===== config.mk =====
export PLATFORM = sky130hd
export DESIGN_NAME = baud_rate_sequencer
export DESIGN_NICKNAME = d
export VERILOG_FILES = /design/src/rtl/baud_rate_sequencer.sv
export SDC_FILE = /design/constraint.sdc
export NUM_CORES = 1
export LEC_CHECK = 0
export BUFFER_PORTS_ARGS = -buffer_cell sky130_fd_sc_hd__buf_2
export CORE_ASPECT_RATIO = 0.5
export CORE_MARGIN = 1.5
export CORE_UTILIZATION = 60
export DETAILED_ROUTE_END_ITERATION = 6
export GPL_ROUTABILITY_DRIVEN = 0
export PLACE_DENSITY = 0.76
export SKIP_CTS_REPAIR_TIMING = 1
export SYNTH_ARGS = -nofsm -noshare
export SYNTH_HDL_FRONTEND = slang
export SYNTH_SLANG_ARGS = --single-unit

===== constraint.sdc =====
create_clock -name i_Clk -period 3.4 [get_ports i_Clk]
set_clock_uncertainty 0.1 [all_clocks]
set_input_delay 0.34 -clock i_Clk [delete_from_list [all_inputs] [get_ports i_Clk]]
set_output_delay 0.34 -clock i_Clk [all_outputs]
set_load 0.01 [all_outputs]

===== src/rtl/baud_rate_sequencer.sv =====
// Baud-rate sequencer: steps a UART through eight standard rates, computes the
// clocks-per-bit period with a serial restoring divider and commits it only
// while the UART is idle.
module baud_rate_sequencer #(
  parameter int unsigned CLK_FREQ    = 25000000,
  parameter int unsigned RESET_INDEX = 5
) (
  input  logic        i_Clk,
  input  logic        i_Rst_L,
  input  logic        i_Step_Up,
  input  logic        i_Step_Down,
  input  logic        i_Uart_Busy,
  output logic [19:0] o_Period,
  output logic [2:0]  o_Index,
  output logic        o_Period_Valid,
  output logic        o_Busy
);

  function automatic logic [16:0] rate_of(input logic [2:0] idx);
    case (idx)
      3'd0:    rate_of = 17'd110;
      3'd1:    rate_of = 17'd300;
      3'd2:    rate_of = 17'd1200;
      3'd3:    rate_of = 17'd2400;
      3'd4:    rate_of = 17'd4800;
      3'd5:    rate_of = 17'd9600;
      3'd6:    rate_of = 17'd19200;
      default: rate_of = 17'd115200;
    endcase
  endfunction

  localparam logic [2:0]  ResetIndex  = 3'(RESET_INDEX);
  localparam logic [31:0] ResetQuot   = 32'(CLK_FREQ) / {15'd0, rate_of(ResetIndex)};
  localparam logic [19:0] ResetPeriod = (ResetQuot > 32'hFFFFF) ? 20'hFFFFF : ResetQuot[19:0];

  typedef enum logic [1:0] {StIdle, StDivide, StWaitIdle} state_e;

  state_e      state_q, state_d;
  logic [2:0]  pending_q, pending_d;
  logic [16:0] divisor_q, divisor_d;
  logic [16:0] rem_q, rem_d;
  // Holds the dividend initially; quotient bits shift in at the LSB.
  logic [31:0] quot_q, quot_d;
  logic [4:0]  cnt_q, cnt_d;
  logic [19:0] period_q, period_d;
  logic [2:0]  index_q, index_d;
  logic        valid_q, valid_d;

  logic [17:0] partial;
  logic        fits;
  logic        start;
  logic [2:0]  next_idx;
  logic [19:0] quot_sat;

  // Divider datapath and step decode.
  always_comb begin
    partial  = {rem_q, quot_q[31]};
    fits     = partial >= {1'b0, divisor_q};
    quot_sat = (quot_q[31:20] != 12'd0) ? 20'hFFFFF : quot_q[19:0];
    start    = 1'b0;
    next_idx = index_q;
    if (i_Step_Up && !i_Step_Down && index_q != 3'd7) begin
      start    = 1'b1;
      next_idx = index_q + 3'd1;
    end else if (i_Step_Down && !i_Step_Up && index_q != 3'd0) begin
      start    = 1'b1;
      next_idx = index_q - 3'd1;
    end
  end

  // Next-state logic: accept step, iterate divider, wait for idle UART, commit.
  always_comb begin
    state_d   = state_q;
    pending_d = pending_q;
    divisor_d = divisor_q;
    rem_d     = rem_q;
    quot_d    = quot_q;
    cnt_d     = cnt_q;
    period_d  = period_q;
    index_d   = index_q;
    valid_d   = 1'b0;
    case (state_q)
      StIdle: begin
        if (start) begin
          pending_d = next_idx;
          divisor_d = rate_of(next_idx);
          rem_d     = 17'd0;
          quot_d    = 32'(CLK_FREQ);
          cnt_d     = 5'd0;
          state_d   = StDivide;
        end
      end
      StDivide: begin
        // Remainder stays below the divisor, so 17-bit wraparound is exact.
        rem_d  = fits ? (partial[16:0] - divisor_q) : partial[16:0];
        quot_d = {quot_q[30:0], fits};
        cnt_d  = cnt_q + 5'd1;
        if (cnt_q == 5'd31) state_d = StWaitIdle;
      end
      StWaitIdle: begin
        if (!i_Uart_Busy) begin
          period_d = quot_sat;
          index_d  = pending_q;
          valid_d  = 1'b1;
          state_d  = StIdle;
        end
      end
      default: state_d = StIdle;
    endcase
  end

  // State registers; reset aborts any step in flight.
  always_ff @(posedge i_Clk or negedge i_Rst_L) begin
    if (!i_Rst_L) begin
      state_q   <= StIdle;
      pending_q <= ResetIndex;
      divisor_q <= 17'd0;
      rem_q     <= 17'd0;
      quot_q    <= 32'd0;
      cnt_q     <= 5'd0;
      period_q  <= ResetPeriod;
      index_q   <= ResetIndex;
      valid_q   <= 1'b0;
    end else begin
      state_q   <= state_d;
      pending_q <= pending_d;
      divisor_q <= divisor_d;
      rem_q     <= rem_d;
      quot_q    <= quot_d;
      cnt_q     <= cnt_d;
      period_q  <= period_d;
      index_q   <= index_d;
      valid_q   <= valid_d;
    end
  end

  assign o_Period       = period_q;
  assign o_Index        = index_q;
  assign o_Period_Valid = valid_q;
  assign o_Busy         = (state_q != StIdle);

endmodule

==> results of run 1 <==
[cell families after synthesis]
kind of cell,count (synthesis)
compound gates,163
simple gates,182
xor+xnor,14
flops,97
fa+ha+maj,23
buf+inv,55
mux,1
[worst max-delay path, cell delays in order, from the launching register on]
cell and delay, ns:
dfstp_2 0.60, inv_1 0.12, ha_1 0.23, ha_1 0.19, nor3b_1 0.22, a21oi_1 0.13
or2_2 0.61, and3_1 0.32, a311o_1 0.32
[final cells by class]
class                           count  area (sq um)
Clock buffer                       11           243
Clock inverter                      5          63.8
Fill cell                         632          2490
Inverter                           20          75.1
Multi-Input combinational cell    383          2470
Sequential cell                    97          2440
Tap cell                          112           140
Timing Repair Buffer               39           223
[per-stage QoR]
stage,setup WS [ns],hold WS [ns]
2_1_floorplan,0.918,-0.0556
3_3_place_gp,0.569,0.349
3_5_place_dp,0.494,0.344
4_1_cts,0.484,-0.0293
5_1_grt,0.228,0.00228
6_report,0.450,-0.0500
[layer usage]
| layer | vias up | global-route usage (%) |
|---|---|---|
| met2 | 129 | 42.1 |
| met5 | - | 0 |
| met4 | 0 | 7.20 |
| met3 | 8 | 6.96 |
| li1 | 1961 | - |
| met1 | 2065 | 38.6 |
[power by group]
part / internal [mW] / switching, mW / leakage [nW] / total [mW]
combinational: 1.41 / 2.03 / 1.18 / 3.44
clock: 0.597 / 0.450 / 0.152 / 1.05
sequential: 1.66 / 0.352 / 1.14 / 2.01
total: 3.67 / 2.83 / 2.47 / 6.50
[worst paths after layout]
path | startpoint | to | slack [ns] | cells past startpoint
setup / recovery | o_Index[0] | rem_q[4] | 0.45 | 8
setup reg to reg | o_Index[0] | rem_q[4] | 0.45 | 8
hold reg to reg | divisor_q[8] | divisor_q[8] | 0.38 | 2
min in group i_Clk | i_Uart_Busy | state_q[1] | 0.15 | 2
hold / removal | i_Rst_L | o_Period[12] | -0.05 | 1
max in group asynchronous | i_Rst_L | pending_q[2] | 2.41 | 2
[flip-flops by register name, indices dropped and copies added (netlist names)]
signal / count
pending_q: 3
o_Period_Valid: 1
rem_q: 17
o_Period: 20
quot_q: 32
o_Index: 3
divisor_q: 14
state_q: 2
cnt_q: 5
[cells in the mapped netlist, drive strengths merged (5+ instances only)]
master	number	area, sq um
o22a	20	175
a41oi	5	62.6
and3	17	106
a211oi	9	67.6
a21oi	29	149
o21ai	45	236
xor2	6	52.6
nor2b	7	43.8
dfstp	9	236
ha	22	275
buf	12	73.8
nand2	80	300
xnor2	8	70.1
nor2	31	119
o31ai	6	58.8
nor3	6	30.0
nand3	11	55.1
dfrtp	88	2200
o211ai	6	45.0
clkbuf	23	87.6
a21o	6	45.0
a311o	7	70.1
nand2b	7	43.8
nor4	5	37.5
inv	20	75.1
nand4	8	50.1
==> run_results.csv, run 1 <==
group,metric,value,unit
run_status,run_status,"complete, but fails checks",
run_status,violations,"hold timing",
logic_synthesis,synth_simple_gate_area_share,16.9,%
floorplanning,die_h,68.4,um
clock_tree,clk_path_buf_depth,2,
placement,dp_hpwl,7610,um
grt,antenna_found_initial,0,
grt,grt_max_degree,63,
worst_setup_path,cp_max_fo,40,
worst_setup_path,worst_ep_required_time,3.53,ns
logic_synthesis,async_flop_share,100,%
logic_synthesis,syn_avg_cell_area,9.58,sq um
power_and_ir_drop,p_total,6.50,mW
power_and_ir_drop,powerDensity,1150,nW/um^2
worst_hold_path,holdCritPathClass,"primary input to async pin",
grt,grt_usage,27.2,%
routing,m1WireLength,5490,um
timing,whs,-0.0500,ns
floorplanning,num_io_pins,30,
logic_synthesis,syn-cell-area,5130,sq um
placement,portBuffers,29,
power_and_ir_drop,ir_worst_vdd,507,uV
worst_setup_path,end_kind,"flop",
routing,routedWlPerCell,17.6,um
timing,fin_setup_tns,0,ns
logic_synthesis,synth_edf_count,0,
placement,dp.cells,651,
logic_synthesis,synth_nets,563,
timing,slew_headroom,21.9,%
timing,hold_viol,50,
logic_synthesis,synthAdderAreaFrac,5.76,%
clock_tree,clock_sinks,97,
grt,grt_first_pass_wirelength,18900,um
logic_synthesis,ys_types,66,
worst_setup_path,worst-setup-path-type,"flop to flop",
final_layout,utilization,69.4,%
timing,rsz0062_at_grt,"false",
timing,setup_violations,0,
routing,firstDrtPassIters,5,
routing,met3_length,717,um
final_layout,layout-drive-gt1-share,15.1,%
routing,num_vias,4163,
logic_synthesis,syn_inst,535,
routing,drtIter0Drc,368,
floorplanning,die_area,9140,sq um
grt,grt_overflow,0,
flow_run,cap_violations,0,
timing,drv_slew,0,
timing,fin_crit,2.95,ns
clock_tree,insertion_delay,0.35,ns
clock_tree,cts_max_level,3,
routing,highest_layer,"met4",
logic_synthesis,synth_seq_cells,97,
timing,fmax,0.339,GHz
final_layout,layout_commonest_cell,"dfrtp_1",
logic_synthesis,yosysWarningCount,0,
final_layout,final_cell_mix,"dfrtp_1, nand2_1, o21ai_0",
logic_synthesis,synth.area.mux_share,0.220,%
final_layout,fin_area,5650,sq um
final_layout,fin_cells,667,
placement,placed_area,5340,sq um
worst_setup_path,start_kind,"flop",
logic_synthesis,synthFlopType,"dfrtp_1",
routing,ant_nets,0,
clock_tree,cts_tree,"done",
routing,viasPerCell,6.24,
routing,wl_met2,5420,um
timing,tightestPinTransition,1.17,ns
clock_tree,root_buffer,"clkbuf_16",
logic_synthesis,synth_top_family_by_area,"compound AO/OA/AOI/OAI gates",
final_layout,nets,578,
timing,fin_crit_sh,86.8,%
power_and_ir_drop,p_leak,2.47,nW
routing,drc,0,
floorplanning,fp.coreArea,8140,sq um
clock_tree,cts_buffers,9,
floorplanning,die_width,134,um
logic_synthesis,synth_compound_area_share,22.6,%
logic_synthesis,synthXorXnorAreaFrac,2.39,%
routing,drt-total-wl,11700,um
floorplanning,row_count,23,
worst_setup_path,worst_ep_arrival_time,3.08,ns
final_layout,diodes,0,
grt,grt_pass1_vias,3780,
logic_synthesis,ys_seq_area_share,47.6,%
final_layout,areaGrowthSynthToFinish,10.2,%
clock_tree,clk_pin_slew_worst_paths,0.07,ns
floorplanning,initial_utilization,63.0,%
No activity file was read; power rests on OpenSTA's default activity.
==> run 2, diff against run 1 <==
- CORE_MARGIN: 1.5 -> 2
==> run 2 against run 1 <==
Effect of this change: the flow now finishes without violations; global-route usage shrank 1.1 points; sequential power is essentially flat; final cell count is the same; worst hold slack gained 0.12 ns.
==> run_results.csv, run 2 (synthesized netlist as in run 1, its figures left out) <==
group,metric,value,unit
run_status,run_status,"complete, no violations",
worst_setup_path,r2r_start,"o_Index[0]",
final_layout,n_fill_cell,645,
grt,grt_pass1_vias,3878,
floorplanning,num_io_pins,30,
power_and_ir_drop,powerDensity,1150,nW/um^2
worst_setup_path,start_kind,"flop",
clock_tree,cts_buffers,9,
worst_setup_path,crit_family,"simple AND/OR/NAND/NOR gates",
timing,drv_slew,0,
clock_tree,root_buffer,"clkbuf_16",
worst_setup_path,critPathMaxStageDelay,0.60,ns
worst_setup_path,worst_ep_required_time,3.53,ns
clock_tree,clk_path_buf_depth,2,
routing,viasPerCell,6.07,
clock_tree,clock_sinks,97,
timing,fin_setup_tns,0,ns
final_layout,fin_area,5660,sq um
worst_setup_path,crit_buf_inv,1,
routing,ant_nets,0,
final_layout,layout-drive-gt1-share,15.3,%
final_layout,largest_reg_flops,32,
flow_run,cap_violations,0,
timing,fmax,0.359,GHz
placement,portBuffers,29,
timing,slew_headroom,23.4,%
placement,dp_hpwl,7500,um
power_and_ir_drop,ir_worst_vdd,588,uV
worst_setup_path,cp_common_cell,"ha_1",
worst_setup_path,path_cells,"inv_1 -> ha_1 -> ha_1 -> nor3b_1 -> a21oi_1 -> or2_2 -> and3_1 -> a311o_1",
timing,rsz0062_at_grt,"false",
floorplanning,die_width,135,um
routing,routedWlPerCell,17.2,um
worst_setup_path,worst_ep_arrival_time,2.91,ns
worst_setup_path,cp-startpoint,"o_Index[0]",
floorplanning,initial_utilization,63.0,%
timing,hold_viol,0,
final_layout,fin_cells,667,
placement,dp.cells,651,
clock_tree,clk_pin_slew_worst_paths,0.07,ns
grt,antenna_found_initial,0,
floorplanning,fp.coreArea,8140,sq um
routing,firstDrtPassIters,7,
final_layout,diodes,0,
final_layout,layout_commonest_cell,"dfrtp_1",
clock_tree,cts_tree,"done",
worst_hold_path,holdCritPathClass,"primary input to async pin",
timing,setup_violations,0,
grt,grt_usage,26.1,%
final_layout,top_register,"quot_q",
power_and_ir_drop,p_leak,2.48,nW
routing,num_vias,4051,
final_layout,final_cell_mix,"dfrtp_1, nand2_1, o21ai_0",
worst_setup_path,worst-setup-path-type,"flop to flop",
timing,tightestPinTransition,1.15,ns
floorplanning,row_count,23,
final_layout,nets,578,
floorplanning,die_h,69.4,um
routing,drc,0,
grt,grt_max_degree,85,
worst_setup_path,end_kind,"flop",
routing,drtIter0Drc,351,
routing,drt-total-wl,11500,um
clock_tree,insertion_delay,0.35,ns
worst_setup_path,slowest_stage,"dfstp_2",
timing,fin_crit,2.78,ns
floorplanning,die_area,9350,sq um
timing,fin_crit_sh,81.9,%
clock_tree,cts_max_level,3,
placement,placed_area,5340,sq um
grt,grt_overflow,0,
grt,grt_first_pass_wirelength,19300,um
worst_setup_path,cp_max_fo,24,
power_and_ir_drop,p_total,6.49,mW
final_layout,areaGrowthSynthToFinish,10.3,%
==> run 2: layout make-up <==
class,instances,area (sq um),area share (%)
Clock inverter,6,72.6,1.28
Inverter,20,75.1,1.33
Tap cell,112,140,2.48
Clock buffer,10,239,4.23
Multi-Input combinational cell,383,2470,43.6
Sequential cell,97,2440,43.1
Timing Repair Buffer,39,223,3.94
==> run 2: final timing paths <==
kind | end | slack [ns] | depth (start not counted)
max in group asynchronous | rem_q[4] | 2.31 | 2
hold reg to reg | divisor_q[14] | 0.38 | 2
setup reg to reg | rem_q[9] | 0.62 | 8
min in group i_Clk | state_q[1] | 0.15 | 2
hold / removal | o_Period[14] | 0.07 | 1
setup / recovery | rem_q[9] | 0.62 | 8
==> run 2: layer usage <==
metal	vias up	part of all wire, %	track usage [%]
met5	-	0	0
met1	1966	49	38.2
met3	19	4.6	5.85
li1	1972	-	-
met2	94	45	38.7
met4	0	1.6	8.89
==> run 2: worst register-to-register path: stages, from the launching register on <==
cell and delay [ns]:
dfstp_2 0.60, inv_1 0.13, ha_1 0.22, ha_1 0.19, nor3b_1 0.19, a21oi_1 0.13, or2_2 0.51, and3_1 0.27
a311o_1 0.33
==> run 2: where the power goes <==
group	switching [mW]	internal, mW
Combinational	2.02	1.41
Sequential	0.348	1.66
Clock	0.446	0.600
Total	2.81	3.67
==> run 2: metrics by stage <==
stage,hold WS [ns],setup slack (ns),util (%)
after floorplan,-0.0556,0.918,-
after global placement,0.362,0.744,65.6
after detailed placement,0.373,0.635,65.6
after CTS,0.113,0.629,69.4
after global routing,0.167,0.377,69.4
final,0.0693,0.616,69.4
==> run 3, diff against run 2 <==
- ABC_AREA: unset -> 1
- clock period: 3.4 -> 2.75 ns (I/O delays scaled with it)
==> run 3 against run 2 <==
Effect of this change: worst hold slack better by 0.073 ns; sequential cell count unchanged; power rose by 26%; utilization fell by 0.93 points; non-clock buffer count unchanged; die area rose by 4.2%; first-iteration DRC count shrank 20%; final cell count is 25% higher; register-to-register slack worse by 0.33 ns; setup slack worse by 0.33 ns; design area up 5.1%; highest routed layer unchanged.
==> run_results.csv, run 3 <==
group,metric,value,unit
run_status,run_status,"complete, no violations",
timing,tightestPinTransition,0.783,ns
timing,fin_setup_tns,0,ns
placement,portBuffers,29,
clock_tree,root_buffer,"clkbuf_16",
power_and_ir_drop,powerDensity,1370,nW/um^2
floorplanning,initial_utilization,61.7,%
routing,viasPerCell,5.27,
timing,slew_headroom,47.8,%
logic_synthesis,yosysWarningCount,0,
logic_synthesis,syn-cell-area,5350,sq um
logic_synthesis,synth_common_cells,"nand2_1, inv_1, dfrtp_1",
flow_run,cap_violations,0,
timing,fin_crit_sh,89.5,%
worst_setup_path,cp_max_fo,7,
timing,fmax,0.406,GHz
logic_synthesis,synth_seq_cells,97,
power_and_ir_drop,p_leak,3.20,nW
worst_setup_path,cp-startpoint,"o_Index[0]",
logic_synthesis,synthFlopType,"dfrtp_1",
floorplanning,die_area,9740,sq um
timing,drv_slew,0,
clock_tree,insertion_delay,0.34,ns
final_layout,layout_commonest_cell,"nand2_1",
timing,hold_viol,0,
logic_synthesis,syn_avg_cell_area,7.84,sq um
worst_setup_path,worst_ep_required_time,2.88,ns
grt,grt_pass1_vias,4286,
clock_tree,clock_sinks,97,
grt,grt_first_pass_wirelength,19800,um
logic_synthesis,ys_seq_area_share,45.5,%
final_layout,diodes,0,
clock_tree,cts_max_level,3,
logic_synthesis,synth_edf_count,0,
floorplanning,num_io_pins,30,
clock_tree,cts_buffers,9,
clock_tree,cts_tree,"done",
worst_setup_path,r2r_start,"o_Index[0]",
worst_hold_path,holdCritPathClass,"primary input to flop",
worst_setup_path,worst-setup-path-type,"flop to flop",
floorplanning,die_width,138,um
logic_synthesis,yosys-top-cells-area,"dfrtp_1, nand2_1, inv_1, nand3_1, ha_1",
clock_tree,clk_path_buf_depth,2,
logic_synthesis,synth_nets,711,
logic_synthesis,syn_inst,683,
floorplanning,row_count,24,
final_layout,layout-drive-gt1-share,13.9,%
final_layout,utilization,68.5,%
final_layout,n_fill_cell,688,
worst_setup_path,reg2reg_depth,13,
logic_synthesis,async_flop_share,100,%
logic_synthesis,yosysTopAreaCell,"dfrtp_1",
clock_tree,clk_pin_slew_worst_paths,0.07,ns
worst_setup_path,worst_ep_arrival_time,2.59,ns
final_layout,areaGrowthSynthToFinish,11.1,%
routing,num_vias,4376,
timing,fin_crit,2.46,ns
worst_setup_path,reg2reg_to,"divisor_q[8]",
routing,drt-total-wl,11400,um
routing,drc,0,
grt,grt_max_degree,48,
routing,ant_nets,0,
worst_setup_path,crit_path_end,"divisor_q[8]",
logic_synthesis,ys_types,35,
worst_setup_path,end_kind,"flop",
placement,dp_hpwl,7940,um
final_layout,top_register,"quot_q",
routing,drtIter0Drc,282,
timing,rsz0062_at_grt,"false",
logic_synthesis,synth_top_area_share,41.1,%
final_layout,nets,737,
grt,grt_usage,25.9,%
final_layout,largest_reg_flops,32,
logic_synthesis,yosysMostFrequentCell,"nand2_1",
floorplanning,die_h,70.8,um
floorplanning,fp.coreArea,8680,sq um
worst_setup_path,start_kind,"flop",
power_and_ir_drop,ir_worst_vdd,466,uV
routing,routedWlPerCell,13.7,um
timing,setup_violations,0,
final_layout,final_cell_mix,"nand2_1, inv_1, dfrtp_1",
worst_setup_path,ff2ff_setup_slack,0.29,ns
grt,antenna_found_initial,0,
routing,firstDrtPassIters,5,
grt,grt_overflow,0,
## run 3: cell count changes in the layout (fill, tap and decap cells not counted), moves of 16 or more
cell	change
nand3_1	+53
o22a_1	-20
o22ai_1	+19
a21oi_1	-16
and3_1	-17
nand2_1	+76
inv_1	+111
## run 3: how the worst min path moves through the flow
stage,from,to,slack (ns),depth (start not counted)
after CTS,i_Rst_L,quot_q[2],-0.20,1
after global routing,i_Uart_Busy,state_q[1],0.17,3
final,i_Uart_Busy,state_q[1],0.14,3
after floorplan,i_Rst_L,cnt_q[0],-0.12,0
after global placement,i_Rst_L,o_Period[16],0.16,1
after detailed placement,i_Rst_L,o_Period[16],0.16,1
## run 3: routing by layer
metal / global-route usage, % / up-vias / part of all wire [%]
met3: 6.02 / 16 / 4.9
met1: 36.3 / 2054 / 48
met2: 42.0 / 86 / 46
met4: 5.50 / 0 / 1.3
met5: 0 / - / 0
li1: - / 2220 / -
## run 3: cell families after synthesis
logic type	synth area share (%)
AO/OA/AOI/OAI	10.2
flip-flops	45.5
adder cells (fa/ha/maj)	5.52
XOR/XNOR	1.31
AND/OR/NAND/NOR	25.5
buffers and inverters	12.0
## run 3: area by class of cell
cell class / count / area (sq um) / share of cell area (%)
clock buffers: 9 / 225 / 3.79
clock inverters: 7 / 111 / 1.87
inverters: 137 / 517 / 8.69
multi-input cells: 425 / 2280 / 38.4
flip-flops and latches: 97 / 2440 / 41.0
well taps: 117 / 146 / 2.46
repair buffers: 39 / 225 / 3.79
## run 3: critical path, stage by stage, from the launching register on
cell and delay [ns]:
dfstp_2 0.57, inv_1 0.09, ha_1 0.21, ha_1 0.18
nor2_1 0.14, nand2_1 0.11, o21ai_0 0.18, nand2_1 0.08
o21ai_1 0.26, inv_1 0.12, nand3_1 0.11, nand2_1 0.06
nand2_1 0.08, nand2_1 0.06
## run 3: report_power, final
part	leakage [nW]	switching, mW	internal [mW]	total [mW]
clock	0.166	0.577	0.820	1.40
sequential	1.14	0.281	2.01	2.30
combinational	1.89	2.85	1.62	4.47
total	3.20	3.71	4.45	8.16
## run 3: per-stage QoR
stage / power (mW) / area [sq um] / setup slack [ns] / std cells / hold WS, ns
5_1_grt: 8.96 / 5950 / 0.0688 / 831 / 0.166
2_1_floorplan: 5.82 / 5350 / 0.580 / 683 / -0.121
6_report: 8.16 / 5950 / 0.290 / 831 / 0.143
3_3_place_gp: 6.60 / 5600 / 0.311 / 814 / 0.158
4_1_cts: 8.16 / 5930 / 0.115 / 830 / -0.204
3_5_place_dp: 6.72 / 5600 / 0.179 / 814 / 0.163
